## src/rtl/snapshot_capture_if.sv

```systemverilog
// Sample stream from the lane aligner plus the snapshot buffer write port.
// The capture block takes the slave view; the upstream/buffer side takes the master view.
interface snapshot_capture_if #(
  parameter int DATA_W = 16,
  parameter int ADDR_W = 12
);
  logic              in_valid;
  logic [DATA_W-1:0] in_data;
  logic              in_aligned;
  logic              buf_wr_en;
  logic [ADDR_W-1:0] buf_wr_addr;
  logic [DATA_W-1:0] buf_wr_data;

  modport master (
    output in_valid, in_data, in_aligned,
    input  buf_wr_en, buf_wr_addr, buf_wr_data
  );

  modport slave (
    input  in_valid, in_data, in_aligned,
    output buf_wr_en, buf_wr_addr, buf_wr_data
  );
endinterface

```

## src/rtl/snapshot_capture.sv

```systemverilog
// Arms on a stream_enable rising edge and writes up to snap_len aligned samples into the
// snapshot buffer. Define SNAP_TRIGGER_EN to add trig_in and gate the start of capture on it.
module snapshot_capture #(
  parameter int DATA_W = 16,
  parameter int LEN_W  = 32,
  parameter int ADDR_W = 12
) (
  input  logic              clk,
  input  logic              rst,
  input  logic              stream_enable,
  input  logic [LEN_W-1:0]  snap_len,
`ifdef SNAP_TRIGGER_EN
  input  logic              trig_in,
`endif
  snapshot_capture_if.slave sif,
  output logic              snapshot_done,
  output logic              capture_busy,
  output logic [LEN_W-1:0]  samples_captured,
  output logic              len_clamped
);

  typedef enum logic [1:0] {IDLE, ARM, CAPTURE, DONE} state_t;

  localparam logic [LEN_W-1:0] DEPTH = LEN_W'(1) << ADDR_W;

  state_t           state, state_nxt;
  logic             en_q;
  logic             rise;
  logic             start;
  logic             last;
  logic             accept;
  logic [LEN_W-1:0] eff_len;

  assign rise = stream_enable & ~en_q;
  assign last = (samples_captured + LEN_W'(1)) == eff_len;

`ifdef SNAP_TRIGGER_EN
  assign start = sif.in_aligned & trig_in;
`else
  assign start = sif.in_aligned;
`endif

  always_comb begin
    state_nxt = state;
    accept    = 1'b0;
    unique case (state)
      IDLE:
        if (rise) state_nxt = (snap_len == '0) ? DONE : ARM;
      ARM:
        if (!stream_enable) state_nxt = IDLE;
        else if (start) begin
          state_nxt = CAPTURE;
`ifdef SNAP_TRIGGER_EN
          // the sample that arrives with the trigger is sample 0
          if (sif.in_valid) begin
            accept = 1'b1;
            if (last) state_nxt = DONE;
          end
`endif
        end
      CAPTURE:
        if (!stream_enable) state_nxt = IDLE;
        else if (sif.in_valid && sif.in_aligned) begin
          accept = 1'b1;
          if (last) state_nxt = DONE;
        end
      DONE:
        if (!stream_enable) state_nxt = IDLE;
      default: state_nxt = IDLE;
    endcase
  end

  always_ff @(posedge clk) begin
    if (rst) begin
      state            <= IDLE;
      en_q             <= 1'b0;
      eff_len          <= '0;
      len_clamped      <= 1'b0;
      samples_captured <= '0;
      snapshot_done    <= 1'b0;
      capture_busy     <= 1'b0;
      sif.buf_wr_en    <= 1'b0;
      sif.buf_wr_addr  <= '0;
      sif.buf_wr_data  <= '0;
    end else begin
      state         <= state_nxt;
      en_q          <= stream_enable;
      snapshot_done <= (state_nxt == DONE);
      capture_busy  <= (state_nxt == ARM) || (state_nxt == CAPTURE);
      sif.buf_wr_en <= accept;
      if (accept) begin
        sif.buf_wr_addr  <= samples_captured[ADDR_W-1:0];
        sif.buf_wr_data  <= sif.in_data;
        samples_captured <= samples_captured + LEN_W'(1);
      end
      // length is latched once per arm; later snap_len writes wait for the next edge
      if (state == IDLE && rise) begin
        eff_len          <= (snap_len > DEPTH) ? DEPTH : snap_len;
        len_clamped      <= (snap_len > DEPTH);
        samples_captured <= '0;
      end
    end
  end

endmodule

```

## src/flat_wrapper.sv

```systemverilog
// flat-port wrapper written by rule: the top's interface ports become plain ports
module snapshot_capture_flat 
#(
  parameter int DATA_W = 16,
  parameter int LEN_W  = 32,
  parameter int ADDR_W = 12
)
  (clk, rst, stream_enable, snap_len, snapshot_done, capture_busy, samples_captured, len_clamped, sif_in_valid, sif_in_data, sif_in_aligned, sif_buf_wr_en, sif_buf_wr_addr, sif_buf_wr_data);
  snapshot_capture_if #(.DATA_W(DATA_W), .ADDR_W(ADDR_W)) sif_i ();
  input  logic clk;
  input  logic rst;
  input  logic stream_enable;
  input  logic [LEN_W-1:0] snap_len;
  output logic snapshot_done;
  output logic capture_busy;
  output logic [LEN_W-1:0] samples_captured;
  output logic len_clamped;
  input wire logic [$bits(sif_i.in_valid)-1:0] sif_in_valid;
  input wire logic [$bits(sif_i.in_data)-1:0] sif_in_data;
  input wire logic [$bits(sif_i.in_aligned)-1:0] sif_in_aligned;
  output wire logic [$bits(sif_i.buf_wr_en)-1:0] sif_buf_wr_en;
  output wire logic [$bits(sif_i.buf_wr_addr)-1:0] sif_buf_wr_addr;
  output wire logic [$bits(sif_i.buf_wr_data)-1:0] sif_buf_wr_data;
  assign sif_i.in_valid = sif_in_valid;
  assign sif_i.in_data = sif_in_data;
  assign sif_i.in_aligned = sif_in_aligned;
  assign sif_buf_wr_en = sif_i.buf_wr_en;
  assign sif_buf_wr_addr = sif_i.buf_wr_addr;
  assign sif_buf_wr_data = sif_i.buf_wr_data;
  snapshot_capture #(.DATA_W(DATA_W), .LEN_W(LEN_W), .ADDR_W(ADDR_W)) u_core (.clk(clk), .rst(rst), .stream_enable(stream_enable), .snap_len(snap_len), .sif(sif_i), .snapshot_done(snapshot_done), .capture_busy(capture_busy), .samples_captured(samples_captured), .len_clamped(len_clamped));
endmodule
```

## config.mk

```make
export PLATFORM = sky130hd
export DESIGN_NAME = snapshot_capture_flat
export DESIGN_NICKNAME = d
export VERILOG_FILES = /design/src/rtl/snapshot_capture_if.sv /design/src/rtl/snapshot_capture.sv /design/src/flat_wrapper.sv
export SDC_FILE = /design/constraint.sdc
export NUM_CORES = 1
export LEC_CHECK = 0
export ABC_CLOCK_PERIOD_IN_PS = 3500
export CAP_MARGIN = 20
export CORE_MARGIN = 5
export CORE_UTILIZATION = 45
export CTS_BUF_LIST = sky130_fd_sc_hd__clkbuf_4 sky130_fd_sc_hd__clkbuf_8 sky130_fd_sc_hd__clkbuf_16
export DETAILED_ROUTE_END_ITERATION = 16
export PLACE_DENSITY = 0.77
export SETUP_SLACK_MARGIN = 0.2
export SYNTH_ARGS = -nofsm -noshare
export SYNTH_HDL_FRONTEND = slang
export SYNTH_SLANG_ARGS = --single-unit
```

## constraint.sdc

```tcl
create_clock -name clk -period 3.5 [get_ports clk]
set_input_delay 0.35 -clock clk [delete_from_list [all_inputs] [get_ports clk]]
set_output_delay 0.35 -clock clk [all_outputs]
set_load 0.03 [all_outputs]
```

==> results of run 1 <==
routing by layer:
layer,global-route usage (%),vias to the layer above,share of wire (%)
li1,-,2100,-
met1,25.30,2042,43
met2,33.37,150,48
met3,3.913,24,6.0
met4,7.867,0,2.6
met5,0,-,0
cell type report:
class                      count  area (sq um)  share of cell area [%]
clock buffer                   9         123.9                   2.020
sequential                    99          1984                   32.36
inverter                       4         15.01                  0.2448
multi-input combinational    411          2480                   40.44
clock inverter                 7         77.57                   1.265
timing repair buffer         132          1281                   20.89
tap                          136         170.2                   2.775
flip-flops by register name, summed over array words and instances, names as in the netlist:
signal	flops
u_core.sif.buf_wr_en	1
u_core.en_q	1
u_core.snapshot_done	1
u_core.sif.buf_wr_addr	12
u_core.eff_len	32
u_core.state	2
u_core.capture_busy	1
u_core.samples_captured	32
u_core.sif.buf_wr_data	16
u_core.len_clamped	1
kinds of logic after synthesis:
family,after synthesis
AOI/OAI and AO/OA,72
xor gates and xnor gates,70
adders and majority gates,2
buffers and inverters,38
DFF,99
muxes,4
and+or+nand+nor,263
cells in the mapped netlist (all sizes together) (3+ instances only):
master  number
and2        18
nor4        15
nor2        53
xnor2       42
or2          3
nor2b        6
nand3       17
nand2       87
and3         4
a21boi       3
dfxtp       99
and4         7
a211oi       4
xor2        28
or3          3
mux2i        4
nor3        23
a21oi       33
or4          4
inv          4
o21ai        4
clkbuf      22
a22o        12
nand4       14
buf         12
power groups by stage:
stage               Sequential, mW  Combinational, mW  Clock [mW]
floorplan                     1.16             0.0348           0
global placement              1.16              0.116           0
detailed placement            1.16              0.118           0
CTS                           1.13              0.119       0.753
global route                  1.14              0.128       0.796
finish                        1.13              0.119       0.739
worst reg2reg max path, stage by stage (launching register included):
cell and delay, ns:
dfxtp_1 0.39, nand3_1 0.14, buf_4 0.19, or4_2 0.72, nor2_1 0.32, mux2i_1 0.13, o31ai_1 0.28, a21boi_2 0.28
o31ai_2 0.10, ha_1 0.30, nor2b_1 0.13
through the flow:
stage | instances | hold WS, ns
after CTS | 798 | 0.4622
after floorplan | 548 | 0.4442
after global routing | 798 | 0.4874
after detailed placement | 782 | 0.4485
after global placement | 782 | 0.4406
final | 798 | 0.4585
final timing paths:
kind / startpoint / end / slack (ns) / cells after the start
min reg2reg: u_core.sif.buf_wr_data[4] / u_core.sif.buf_wr_data[4] / 0.46 / 2
min: u_core.sif.buf_wr_data[4] / u_core.sif.buf_wr_data[4] / 0.46 / 2
max reg2reg: u_core.samples_captured[1] / u_core.capture_busy / 0.41 / 10
max: u_core.samples_captured[1] / u_core.capture_busy / 0.41 / 10
==> metrics, run 1 <==
syn_nets=603; Core Rows=37; Detailed Route WL=12480 microns; worst slack, placed=0.2883 ns; post-synthesis compound-gate area fraction=10.33%; combinational share of power=6.0%; Yosys reg bits=99; core area=10180 sq um; Pleak=2.101 nW; Critical Path Max Stage Delay=0.72 ns; Final min period=3.093 ns; Slew headroom=47.17%; most common cell after layout, fill and taps aside=clkdlybuf4s50_1; initial drt markers=302; crit start category=register; most frequent cells in the layout=116 x clkdlybuf4s50_1, 97 x dfxtp_1, 87 x nand2_1; clock skew=0.01301 ns; overall power=1.992 mW; post-synth top area share=42.83%; top_reg_cell synth=dfxtp_1; Antenna Cells=0; CP max stage cell=or4_2; Port Buf Inserts=116; CTS tree=done; gpl congestion=0.9024; Bufs and invs on worst path=1; Reg power frac=56.9%; Setup Buffers After CTS=0; Final Cycle Share=88.38%; Max VDD drop=0.1993 mV; total track usage=19.92%; Final Cell Area=6132 sq um; mux contribution to synthesized area=0.8653%; Die Area=12410 sq um; largest delay contributor family on the critical path=simple AND/OR/NAND/NOR gates; initial core utilization=45.43%; grt ovf=0; placed instance area=5919 sq um; Post-synth ARST share=0%; share of layout cells above drive strength 1=7.100%; DR vias=4316; PnR worst setup slack=0.4066 ns; Cell Area, Synth=4627 sq um; die width=111.4 microns; fillers=909; Ports=117; Post-synth EDFFs=0; final slew viol count=0; Clock Sinks=99; clock power share=37.1%; Syn Inst Count=548; largest net degree at the start of global routing=39; crit-path cells=nand3_1 > buf_4 > or4_2 > nor2_1 > mux2i_1 > o31ai_1 > a21boi_2 > o31ai_2 > ha_1 > nor2b_1; synth top area cells=dfxtp_1 43%, xnor2_1 8.0%, nand2_1 7.1%; first drt pass iteration count=6; Syn Area/Cell=8.443 sq um; RSZ-0062 raised after global routing=no; first-pass GRT wire length=20600 microns; CTS H-Tree Depth=3; hpwl dp=9419 microns; Skew-Pair Late Insertion Delay=0.37 ns; status=completed; Fmax achieved=323.3 MHz; DR WL/cell=15.63 microns; sequential share of the synthesized area=42.83%; Worst Tran Pin Value=0.7909 ns; sw power=0.4595 mW; Via density=5.409; Synth Area in Adders=0.5408%; critical path type=register to register; fin util=60.21%; clk buf depth=2; Yosys Warn Count=0; post-CTS resize count=0; pwr dens=324.8 nW/um^2; total CTS buffers=9; largest family of logic cells by synthesized area=simple AND/OR/NAND/NOR gates; Crit path required time=3.75 ns; type of the worst min-delay path=register to register; nets=712; distinct cell type count after synthesis=57; crit path max fanout=10; final hold vios=0; CP endpoint kind=register; clk slew on worst S/H paths=0.11 ns; Die Ht=111.4 microns; CTS root buffer=clkbuf_8; Sum Neg Setup Slack=0 ns; setup violators final=0; vias in the first global route=4228; Max Cap Violations=0; Switching Fraction=23.07%; Power Internal=1.532 mW; Layout area overhead=32.53%; Antenna Nets Post-Route=0; Post-Synth XOR/XNOR Area=13.25%; antenna violations before repair=0; DRC Markers=0; Hold Buf Count CTS=0; Post-Synth Simple-Gate Area=28.42%; data arrival time of the critical path=3.34 ns; area leader, netlist=dfxtp_1
No activity file was read; power rests on OpenSTA's default activity.
==> run 2: changes to the inputs <==
CORE_MARGIN = 2   (was 5)
==> run 2 against run 1 <==
Non-clock buffer count down 1. Highest routed layer unchanged. Sequential power barely moved. Combinational power about the same. Sequential share of layout area grew 0.067 points.
==> metrics, run 2 (synthesized netlist as in run 1, its figures left out) <==
status=completed; initial drt markers=217; CTS root buffer=clkbuf_8; data arrival time of the critical path=3.39 ns; first-pass GRT wire length=19230 microns; final hold vios=0; type of the worst min-delay path=register to register; Setup Buffers After CTS=0; Port Buf Inserts=116; Via density=5.428; clk slew on worst S/H paths=0.09 ns; CP endpoint kind=register; Die Ht=105.4 microns; DR vias=4326; CTS tree=done; most common cell after layout, fill and taps aside=clkdlybuf4s50_1; grt ovf=0; vias in the first global route=4002; overall power=2.008 mW; critical path type=register to register; clock skew=0.01122 ns; top flop regs=u_core.eff_len: 32 flops, u_core.samples_captured: 32 flops, u_core.sif.buf_wr_data: 16 flops; RSZ-0062 raised after global routing=no; Max Cap Violations=0; nets=711; die width=105.4 microns; Ports=117; largest net degree at the start of global routing=39; hpwl dp=9035 microns; setup violators final=0; Worst Tran Pin Value=0.8435 ns; final slew viol count=0; Clock Sinks=99; Max VDD drop=0.1954 mV; most frequent cells in the layout=116 x clkdlybuf4s50_1, 96 x dfxtp_1, 87 x nand2_1; Antenna Cells=0; fin util=60.40%; sw power=0.4644 mW; Switching Fraction=23.12%; Core Rows=37; share of layout cells above drive strength 1=6.959%; DRC Markers=0; initial core utilization=45.64%; crit start category=register; total track usage=21.44%; DR WL/cell=15.07 microns; Power Internal=1.544 mW; core area=10140 sq um; final std cells w/o fill=797; Skew-Pair Late Insertion Delay=0.37 ns; Reg power frac=56.5%; CTS H-Tree Depth=3; Sum Neg Setup Slack=0 ns; Final min period=3.143 ns; crit path max fanout=10; Pleak=2.092 nW; combinational share of power=5.8%; gpl congestion=0.9402; Hold Buf Count CTS=0; Post-Place Cells=781; clock power share=37.7%; Layout area overhead=32.34%; Fmax achieved=318.2 MHz; Final Cycle Share=89.79%; total CTS buffers=9; post-CTS resize count=0; Crit path required time=3.75 ns; final hold slack=0.4585 ns; clk buf depth=2; antenna violations before repair=0; Die Area=11110 sq um; Antenna Nets Post-Route=0; first drt pass iteration count=6; pwr dens=328.0 nW/um^2; Detailed Route WL=12010 microns; Slew headroom=43.65%
-- run 2: per-layer routing --
metal | vias to the layer above | routed length [microns] | share of wire (%) | track usage, %
met1 | 2030 | 5131 | 43 | 27.06
met4 | 0 | 225 | 1.9 | 6.762
li1 | 2095 | - | - | -
met2 | 179 | 5920 | 49 | 36.77
met3 | 22 | 735 | 6.1 | 4.143
met5 | - | 0 | 0 | 0
-- run 2: final cells by class --
class | count | area [sq um]
clock buffers | 10 | 131.4
clock inverters | 6 | 73.82
fillers | 875 | 4015
inverters | 4 | 15.01
multi-input cells | 411 | 2474
flip-flops and latches | 99 | 1986
well taps | 136 | 170.2
repair buffers | 131 | 1274
-- run 2: power by group through the flow --
stage / clock network, mW / registers (mW) / logic (mW)
floorplan: 0 / 1.16 / 0.0348
global placement: 0 / 1.16 / 0.116
detailed placement: 0 / 1.16 / 0.117
CTS: 0.771 / 1.13 / 0.118
global route: 0.820 / 1.14 / 0.127
finish: 0.757 / 1.13 / 0.117
-- run 2: worst paths after layout --
| path | start | depth (start not counted) | slack [ns] | endpoint |
|---|---|---|---|---|
| setup reg to reg | u_core.samples_captured[3] | 9 | 0.36 | u_core.capture_busy |
| setup / recovery | u_core.samples_captured[3] | 9 | 0.36 | u_core.capture_busy |
| hold / removal | u_core.sif.buf_wr_data[0] | 2 | 0.46 | u_core.sif.buf_wr_data[0] |
| hold reg to reg | u_core.sif.buf_wr_data[0] | 2 | 0.46 | u_core.sif.buf_wr_data[0] |
-- run 2: critical path: stages (launching register included) --
cell      delay, ns
dfxtp_2        0.45
nand4_4        0.16
or4_4          0.56
or4_4          0.54
or3b_1         0.37
a21boi_1       0.16
o22ai_1        0.13
o31ai_1        0.25
ha_1           0.27
nor2b_1        0.12
-- run 2: through the flow --
step	setup slack (ns)	instance area, sq um
global route	0.2353	6123
finish	0.3574	6123
CTS	0.2320	6117
global placement	0.3471	5912
detailed placement	0.2562	5912
floorplan	0.2754	4627
==> run 3: changes to the inputs <==
CORE_UTILIZATION = 44   (was 45)
PLACE_DENSITY = 0.76   (was 0.77)
==> run 3 against run 2 <==
Maximum frequency increased by 0.66%. Critical endpoint unchanged. Global-route usage up 0.20 points. Worst setup slack improved by 0.021 ns. Register-to-register slack better by 0.02 ns. Highest routed layer unchanged. Sequential cell count is the same. Design area increased by 0.27%. Non-clock buffer count increased by 2. Cell count is 0.25% higher.
==> metrics, run 3 (synthesized netlist as in run 1, its figures left out) <==
status=completed; hpwl dp=8974 microns; Die Area=11350 sq um; crit path max fanout=8; DR WL/cell=14.97 microns; clk buf depth=2; Worst Tran Pin Value=0.7141 ns; Ports=117; top flop regs=u_core.eff_len: 32 flops, u_core.samples_captured: 32 flops, u_core.sif.buf_wr_data: 16 flops; nets=713; clk slew on worst S/H paths=0.10 ns; Die Ht=106.5 microns; first drt pass iteration count=4; initial core utilization=45.02%; Antenna Cells=0; Core Rows=37; type of the worst min-delay path=register to register; Slew headroom=52.39%; Final min period=3.122 ns; share of layout cells above drive strength 1=7.089%; Pleak=2.106 nW; critical path type=register to register; data arrival time of the critical path=3.39 ns; CTS H-Tree Depth=3; overall power=2.019 mW; final std cells w/o fill=799; CP max stage cell=or4_4; Port Buf Inserts=116; most common cell after layout, fill and taps aside=clkdlybuf4s50_1; core area=10280 sq um; RSZ-0062 raised after global routing=no; grt ovf=0; Max VDD drop=0.2384 mV; Critical Path Max Stage Delay=0.55 ns; fillers=908; most frequent cells in the layout=116 x clkdlybuf4s50_1, 98 x dfxtp_1, 87 x nand2_1; final hold vios=0; final slew viol count=0; crit start category=register; fin util=59.74%; pwr dens=328.8 nW/um^2; Hold Buf Count CTS=0; Final Cycle Share=89.20%; placed instance area=5927 sq um; DR vias=4240; die width=106.5 microns; Sum Neg Setup Slack=0 ns; first-pass GRT wire length=19640 microns; final hold slack=0.4568 ns; Max Cap Violations=0; Layout area overhead=32.69%; total track usage=21.64%; register area=1983 sq um; CTS tree=done; Antenna Nets Post-Route=0; Skew-Pair Late Insertion Delay=0.38 ns; multi-input logic area=2475 sq um; worst slack, placed=0.3393 ns; Clock Sinks=99; Final Cell Area=6140 sq um; largest net degree at the start of global routing=40; crit-path cells=nand4_2 > or4_4 > or4_4 > or3b_1 > a21boi_1 > o22ai_1 > o31ai_1 > ha_1 > nor2b_1; vias in the first global route=4084; gpl congestion=0.9514; PnR worst setup slack=0.3779 ns; Fmax achieved=320.3 MHz; antenna violations before repair=0; CTS root buffer=clkbuf_8; Via density=5.307; setup violators final=0; Post-Place Cells=783; initial drt markers=222; clock skew=0.01077 ns; Crit path required time=3.77 ns; Most common cell on crit path=or4_4; Detailed Route WL=11960 microns; CP endpoint kind=register; DRC Markers=0; total CTS buffers=9
==> run 3: changes by cell type in the layout (fill, tap and decap cells not counted), sizes merged <==
cell      delta
clkinv       +2
buf          +2
clkinvlp     -1
clkbuf       -1
==> run 3: worst max-delay path: cells and delay by family (launching register included) <==
kind / cells / cell delay, ns
AO/OA/AOI/OAI: 3 / 0.51
adder cells (fa/ha/maj): 1 / 0.27
flip-flops: 1 / 0.49
AND/OR/NAND/NOR: 5 / 1.74
==> run 3: what timing repair did <==
action | CTS | global route
resized for setup | 0 | 4
setup buffers | 0 | 0
endpoints found under the hold margin | 0 | 0
endpoints found under the setup margin | 0 | 1
==> run 3: per-layer routing <==
layer  part of all wire [%]  up-vias  global-route usage [%]
li1                       -     2095                       -
met1                     44     1984                   27.47
met2                     48      137                   35.94
met3                    5.9       24                   4.476
met4                    2.2        0                   8.627
met5                      0        -                       0
==> run 3: power breakdown <==
| part | internal [mW] | total, mW | switching [mW] |
|---|---|---|---|
| sequential | 1.13 | 1.13 | 0.00372 |
| clock | 0.341 | 0.766 | 0.425 |
| combinational | 0.0665 | 0.118 | 0.0520 |
| total | 1.54 | 2.02 | 0.481 |
==> run 3: final cells by class <==
class                      instances  share of cell area (%)
clock inverter                     7                   1.365
timing repair buffer             133                   20.99
tap                              136                   2.772
inverter                           4                  0.2445
clock buffer                       9                   2.018
sequential                        99                   32.30
multi-input combinational        411                   40.31
==> run 3: path summary, 6_finish.rpt <==
check	startpoint	endpoint	slack, ns	cells past startpoint
max	u_core.samples_captured[12]	u_core.capture_busy	0.38	9
max reg2reg	u_core.samples_captured[12]	u_core.capture_busy	0.38	9
min reg2reg	u_core.sif.buf_wr_data[0]	u_core.sif.buf_wr_data[0]	0.46	2
min	u_core.sif.buf_wr_data[0]	u_core.sif.buf_wr_data[0]	0.46	2
